--- config.mk ---
export PLATFORM = sky130hd
export DESIGN_NAME = video_fill_ctrl
export DESIGN_NICKNAME = d
export VERILOG_FILES = /design/src/rtl/video_pkg.sv /design/src/rtl/video_byte_mask.sv /design/src/rtl/video_fill_ctrl.sv
export SDC_FILE = /design/constraint.sdc
export NUM_CORES = 1
export LEC_CHECK = 0
export ABC_AREA = 1
export CORE_MARGIN = 4
export CORE_UTILIZATION = 32
export DETAILED_ROUTE_END_ITERATION = 8
export PLACE_DENSITY = 0.79
export SETUP_SLACK_MARGIN = 0.05
export SLEW_MARGIN = 25
export SYNTH_ARGS = -nofsm -noshare
export SYNTH_HDL_FRONTEND = slang
export SYNTH_SLANG_ARGS = --single-unit
export TNS_END_PERCENT = 5
--- constraint.sdc ---
create_clock -name clk_cpu -period 2.77 [get_ports clk_cpu]
set_clock_uncertainty 0.15 [all_clocks]
set_input_delay 0.554 -clock clk_cpu [delete_from_list [all_inputs] [get_ports clk_cpu]]
set_output_delay 0.554 -clock clk_cpu [all_outputs]
set_load 0.005 [all_outputs]
--- src/rtl/video_pkg.sv ---
// Shared constants and types for the soc_video CPU-port front end.
package video_pkg;

  localparam logic [23:0] DEF_TEXT_BASE  = 24'hF00000;
  localparam int unsigned DEF_TEXT_BYTES = 2048;
  localparam logic [23:0] PALETTE_BASE   = 24'hE00000;

  typedef enum logic [1:0] {
    IDLE,
    FILL,
    DONE
  } fill_state_t;

endpackage

--- src/rtl/video_byte_mask.sv ---
// Byte-lane strobe for one fill word: clips the lanes below the start byte on
// the first word and the lanes above the end byte on the last word.
module video_byte_mask (
  input  logic       first_i,
  input  logic       last_i,
  input  logic [1:0] a_lo_i,
  input  logic [1:0] e_lo_i,
  output logic [3:0] wren_o
);

  logic [3:0] first_mask;
  logic [3:0] last_mask;

  always_comb begin
    first_mask = first_i ? (4'b1111 << a_lo_i) : 4'b1111;
    last_mask  = last_i  ? (4'b1111 >> (2'd3 - e_lo_i)) : 4'b1111;
    wren_o     = first_mask & last_mask;
  end

endmodule

--- src/rtl/video_fill_ctrl.sv ---
// Shares the soc_video CPU port between the CPU and a text-RAM fill engine
// that writes a byte value over a byte range using strobed word writes.
module video_fill_ctrl
  import video_pkg::*;
#(
  parameter logic [23:0] TEXT_BASE  = DEF_TEXT_BASE,
  parameter int unsigned TEXT_BYTES = DEF_TEXT_BYTES,
  parameter int unsigned MAX_STALL  = 4
) (
  input  logic        clk_cpu,
  input  logic        n_reset,
  input  logic        cpu_sel,
  input  logic [3:0]  cpu_wren,
  input  logic [23:0] cpu_address,
  input  logic [31:0] cpu_data_in,
  output logic [31:0] cpu_data_out,
  output logic        cpu_ready,
  input  logic        fill_start,
  input  logic [7:0]  fill_byte,
  input  logic [10:0] fill_offset,
  input  logic [11:0] fill_len,
  output logic        fill_busy,
  output logic        fill_done,
  output logic        vid_sel,
  output logic [3:0]  vid_wren,
  output logic [23:0] vid_address,
  output logic [31:0] vid_data_in,
  input  logic [31:0] vid_data_out
);

  localparam int unsigned SW         = $clog2(MAX_STALL + 1);
  localparam logic [12:0] TEXT_LIMIT = 13'(TEXT_BYTES);

  fill_state_t   state_q, state_d;
  logic [8:0]    w_q, w_d;
  logic [10:0]   e_q, e_d;
  logic [1:0]    a_lo_q, a_lo_d;
  logic          first_q, first_d;
  logic [7:0]    byte_q, byte_d;
  logic [SW-1:0] stall_q, stall_d;

  logic [12:0] end_sum;
  logic [12:0] end_excl;
  logic [10:0] end_idx;
  logic        last_word;
  logic        stall_full;
  logic        in_fill;
  logic        cpu_win;
  logic        eng_wr;
  logic [3:0]  eng_wren;

  // End index is clipped to the top of text RAM so the engine never wraps.
  always_comb begin
    end_sum  = {2'b00, fill_offset} + {1'b0, fill_len};
    end_excl = (end_sum > TEXT_LIMIT) ? TEXT_LIMIT : end_sum;
    end_idx  = 11'(end_excl - 13'd1);
  end

  assign last_word  = (w_q == e_q[10:2]);
  assign stall_full = (stall_q == SW'(MAX_STALL));
  assign in_fill    = (state_q == FILL);
  assign cpu_win    = cpu_sel && !(in_fill && stall_full);
  assign eng_wr     = in_fill && !cpu_win;

  video_byte_mask u_mask (
    .first_i (first_q),
    .last_i  (last_word),
    .a_lo_i  (a_lo_q),
    .e_lo_i  (e_q[1:0]),
    .wren_o  (eng_wren)
  );

  always_ff @(posedge clk_cpu or negedge n_reset) begin
    if (!n_reset) begin
      state_q <= IDLE;
    end else begin
      state_q <= state_d;
    end
  end

  always_comb begin
    state_d = state_q;
    case (state_q)
      IDLE: if (fill_start) state_d = (fill_len == '0) ? DONE : FILL;
      FILL: if (eng_wr && last_word) state_d = DONE;
      DONE: state_d = IDLE;
      default: state_d = IDLE;
    endcase
  end

  always_comb begin
    vid_sel     = 1'b0;
    vid_wren    = '0;
    vid_address = '0;
    vid_data_in = '0;
    cpu_ready   = 1'b0;
    if (eng_wr) begin
      vid_sel     = 1'b1;
      vid_wren    = eng_wren;
      vid_address = TEXT_BASE + 24'({w_q, 2'b00});
      vid_data_in = {4{byte_q}};
    end else if (cpu_win) begin
      vid_sel     = 1'b1;
      vid_wren    = cpu_wren;
      vid_address = cpu_address;
      vid_data_in = cpu_data_in;
      cpu_ready   = 1'b1;
    end
  end

  assign cpu_data_out = vid_data_out;
  assign fill_busy    = (state_q != IDLE);
  assign fill_done    = (state_q == DONE);

  always_ff @(posedge clk_cpu or negedge n_reset) begin
    if (!n_reset) begin
      w_q     <= '0;
      e_q     <= '0;
      a_lo_q  <= '0;
      first_q <= 1'b0;
      byte_q  <= '0;
      stall_q <= '0;
    end else begin
      w_q     <= w_d;
      e_q     <= e_d;
      a_lo_q  <= a_lo_d;
      first_q <= first_d;
      byte_q  <= byte_d;
      stall_q <= stall_d;
    end
  end

  always_comb begin
    w_d     = w_q;
    e_d     = e_q;
    a_lo_d  = a_lo_q;
    first_d = first_q;
    byte_d  = byte_q;
    stall_d = '0;
    case (state_q)
      IDLE: begin
        if (fill_start) begin
          byte_d  = fill_byte;
          a_lo_d  = fill_offset[1:0];
          e_d     = end_idx;
          w_d     = fill_offset[10:2];
          first_d = 1'b1;
        end
      end
      FILL: begin
        if (eng_wr) begin
          w_d     = w_q + 9'd1;
          first_d = 1'b0;
        end else begin
          stall_d = stall_q + SW'(1);
        end
      end
      default: ;
    endcase
  end

endmodule

==> results.sh <==
export IMPL_final_nets=921
export IMPL_p_leak_nw=3.179
export IMPL_power_density_nw_per_um2=624.5
export IMPL_synth_most_common_cell="nand2_1"
export IMPL_top_layer="met4"
export IMPL_setup_ws_ns=-0.05461
export IMPL_arrival_ns=2.12
export IMPL_ys_ff_latch=36
export IMPL_setup_viol=7
export IMPL_drt_iter0_drc=259
export IMPL_slew_headroom_pct=46.26
export IMPL_routed_wl_met3_microns=862
export IMPL_dieArea_sq_um=12960
export IMPL_cts_tree="built"
export IMPL_port_buffers=158
export IMPL_multi_input_area_sq_um=2391
export IMPL_vdd_drop_max_uv=294.1
export IMPL_synth_nets=733
export IMPL_hp_class="in2async"
export IMPL_drive_gt1_share_pct=19.67
export IMPL_rsz0062_at_grt="yes"
export IMPL_worst_r2r_cell_count=8
export IMPL_row_count=38
export IMPL_report_final_hold_viol_count=0
export IMPL_timing_final_crit_period_ns=2.825
export IMPL_ys_seq_area_share_pct=25.13
export IMPL_final_antenna_net_count=0
export IMPL_grt_pass1_wl_microns=19780
export IMPL_cts_clk_slew_worst_paths_ns=0.07
export IMPL_ys_top_cells_by_count="nand2_1, inv_1, nor2_1, dfrtp_1, buf_4"
export IMPL_grt_max_degree=37
export IMPL_r2r_setup_slack_ns=0.91
export IMPL_initial_core_util_pct=32.92
export IMPL_yosys_area_top_type="dfrtp_1"
export IMPL_outcome="finished, violations left"
export IMPL_fmax_mhz=354.0
export IMPL_yosys_warnings=0
export IMPL_vias=4384
export IMPL_max_cap_viol_count=0
export IMPL_regArea_sq_um=900.9
export IMPL_ioPinCount=223
export IMPL_worst_pin_slew_ns=0.8060
export IMPL_place_area_sq_um=5558
export IMPL_synth_distinct_cells=38
export IMPL_synth_area_top_cells="dfrtp_1, nand2_1, inv_1"
export IMPL_async_flop_share_pct=100.0
export IMPL_synth_flop_cell="dfrtp_1"
export IMPL_wl_met1_microns=5093
export IMPL_post_route_drc_count=0
export IMPL_cts_root_buffer="clkbuf_8"
export IMPL_clockBufferDepth=2
export IMPL_place_gp_congestion=0.9088
export IMPL_grtUsageTotal_pct=18.42
export IMPL_first_global_vias=4222
export IMPL_clock_sinks=36
export IMPL_n_fill_cell=1064
export IMPL_wire_per_inst_microns=13.72
export IMPL_routed_wl_met2_microns=6331
export IMPL_cp_end_kind="output port"
export IMPL_layout_worst_path_cycle_share_pct=102.0
export IMPL_crit_start="stall_q[0]"
export IMPL_cts_buffers=5
export IMPL_drt_first_pass_iters=4
export IMPL_htree_levels=2
export IMPL_antenna_cells=0
export IMPL_r2r_start="state_q[1]"
export IMPL_yosys_area_top_type_share_pct=25.13
export IMPL_power_mw=3.689
export IMPL_syn_area_sq_um=3585
export IMPL_crit_fanout=6
export IMPL_critPathRequiredTime_ns=2.07
export IMPL_clock_latency_ns=0.28
export IMPL_die_w_microns=113.8
export IMPL_design_area_sq_um=5907
export IMPL_antenna_found_initial=0
export IMPL_fin_setup_tns_ns=-0.2557
export IMPL_postCtsHoldBufs=0
export IMPL_post_dp_hpwl_microns=10310
export IMPL_startpoint_type="register"
export IMPL_r2r_end="byte_q[1]"
export IMPL_critPathKind="reg2out"
export IMPL_finalMaxSlewViolations=0
export IMPL_drt_total_wl_microns=12590
export IMPL_area_growth_pct=64.78
export IMPL_violations="setup timing"
export IMPL_core_area_sq_um=10890
export IMPL_synth_edff_count=0
export IMPL_synthCells=590
export IMPL_syn_area_per_cell_sq_um=6.076
export IMPL_routed_via_density=4.776
export IMPL_grt_ovfl_total=0
export IMPL_die_h_microns=113.8
[per-layer routing]
layer / vias to the layer above / GRT usage [%]
met5: - / 0
met4: 0 / 6.334
met3: 25 / 2.759
met2: 154 / 33.49
met1: 1994 / 22.05
li1: 2211 / -
[cell families after synthesis]
| kind of cell | Yosys count | share of synthesized area, % |
|---|---|---|
| XOR/XNOR | 10 | 2.443 |
| buffers and inverters | 119 | 16.09 |
| AND/OR/NAND/NOR | 339 | 39.09 |
| adder cells (fa/ha/maj) | 16 | 5.794 |
| AO/OA/AOI/OAI | 70 | 11.45 |
| flip-flops | 36 | 25.13 |
[power by group]
part	internal [mW]	total, mW	switching (mW)
combinational	1.09	2.30	1.21
sequential	0.770	0.992	0.222
clock	0.221	0.395	0.174
[what timing repair did]
| item | CTS | global route |
|---|---|---|
| setup buffers | 9 | 1 |
| resized for setup | 149 | 23 |
| setup endpoints to repair | 72 | 28 |
| pin swaps | 18 | 10 |
| cloned | 1 | 0 |
[placed cells by master (no fill, tap or decap), types with 4 or more instances in the layout]
master           count
xor2_1               6
nand4_1              6
dfrtp_1             36
inv_1               58
inv_2               12
nor2_1              39
nand3b_1             4
clkbuf_2             4
nand2_4              7
o21ai_1              9
a21oi_1             17
buf_4               63
buf_6                6
nand2_2             13
ha_4                10
dlygate4sd2_1       69
clkbuf_8             7
nand2_1            220
nand3_1             30
clkdlybuf4s50_1     76
ha_1                 4
o21ai_0             21
nor4_1               5
[metrics by stage]
stage / hold slack [ns] / instances / worst slack, ns / utilization, %
finish: 0.2080 / 918 / -0.05461 / 54.25
global route: 0.2767 / 918 / -0.2912 / 54.25
CTS: 0.2294 / 917 / -0.1019 / 53.91
detailed placement: 0.3012 / 900 / -0.8623 / 51.05
global placement: 0.3008 / 900 / -0.7571 / 51.05
floorplan: 0.1084 / 590 / -0.2345 / -
[registers in the layout (all words and copies together), names as in the netlist]
| signal | count |
|---|---|
| first_q | 1 |
| stall_q | 3 |
| w_q | 9 |
| byte_q | 8 |
| e_q | 11 |
| state_q | 2 |
| a_lo_q | 2 |
[final cells by class]
class | count | share of cell area (%)
timing repair buffer | 230 | 35.23
sequential | 36 | 15.25
inverter | 70 | 4.448
tap | 140 | 2.965
multi-input combinational | 435 | 40.48
clock buffer | 7 | 1.631
[worst max-delay path: stages, from the launching register on]
cell and delay, ns:
dfrtp_1 0.40, inv_1 0.07, ha_2 0.19, a31oi_4 0.13, nor2_4 0.13, buf_6 0.15, buf_6 0.15, nand2_2 0.09
nand2_1 0.06, clkdlybuf4s50_1 0.49
[worst max-delay path by stage]
stage | endpoint | slack, ns | cells after the start
after floorplan | e_q[8] | -0.23 | 21
after global placement | e_q[8] | -0.76 | 21
after detailed placement | e_q[2] | -0.86 | 17
after CTS | vid_data_in[0] | -0.10 | 9
after global routing | e_q[10] | -0.29 | 20
final | vid_data_in[0] | -0.05 | 9
(Power assumes the default switching activity.)
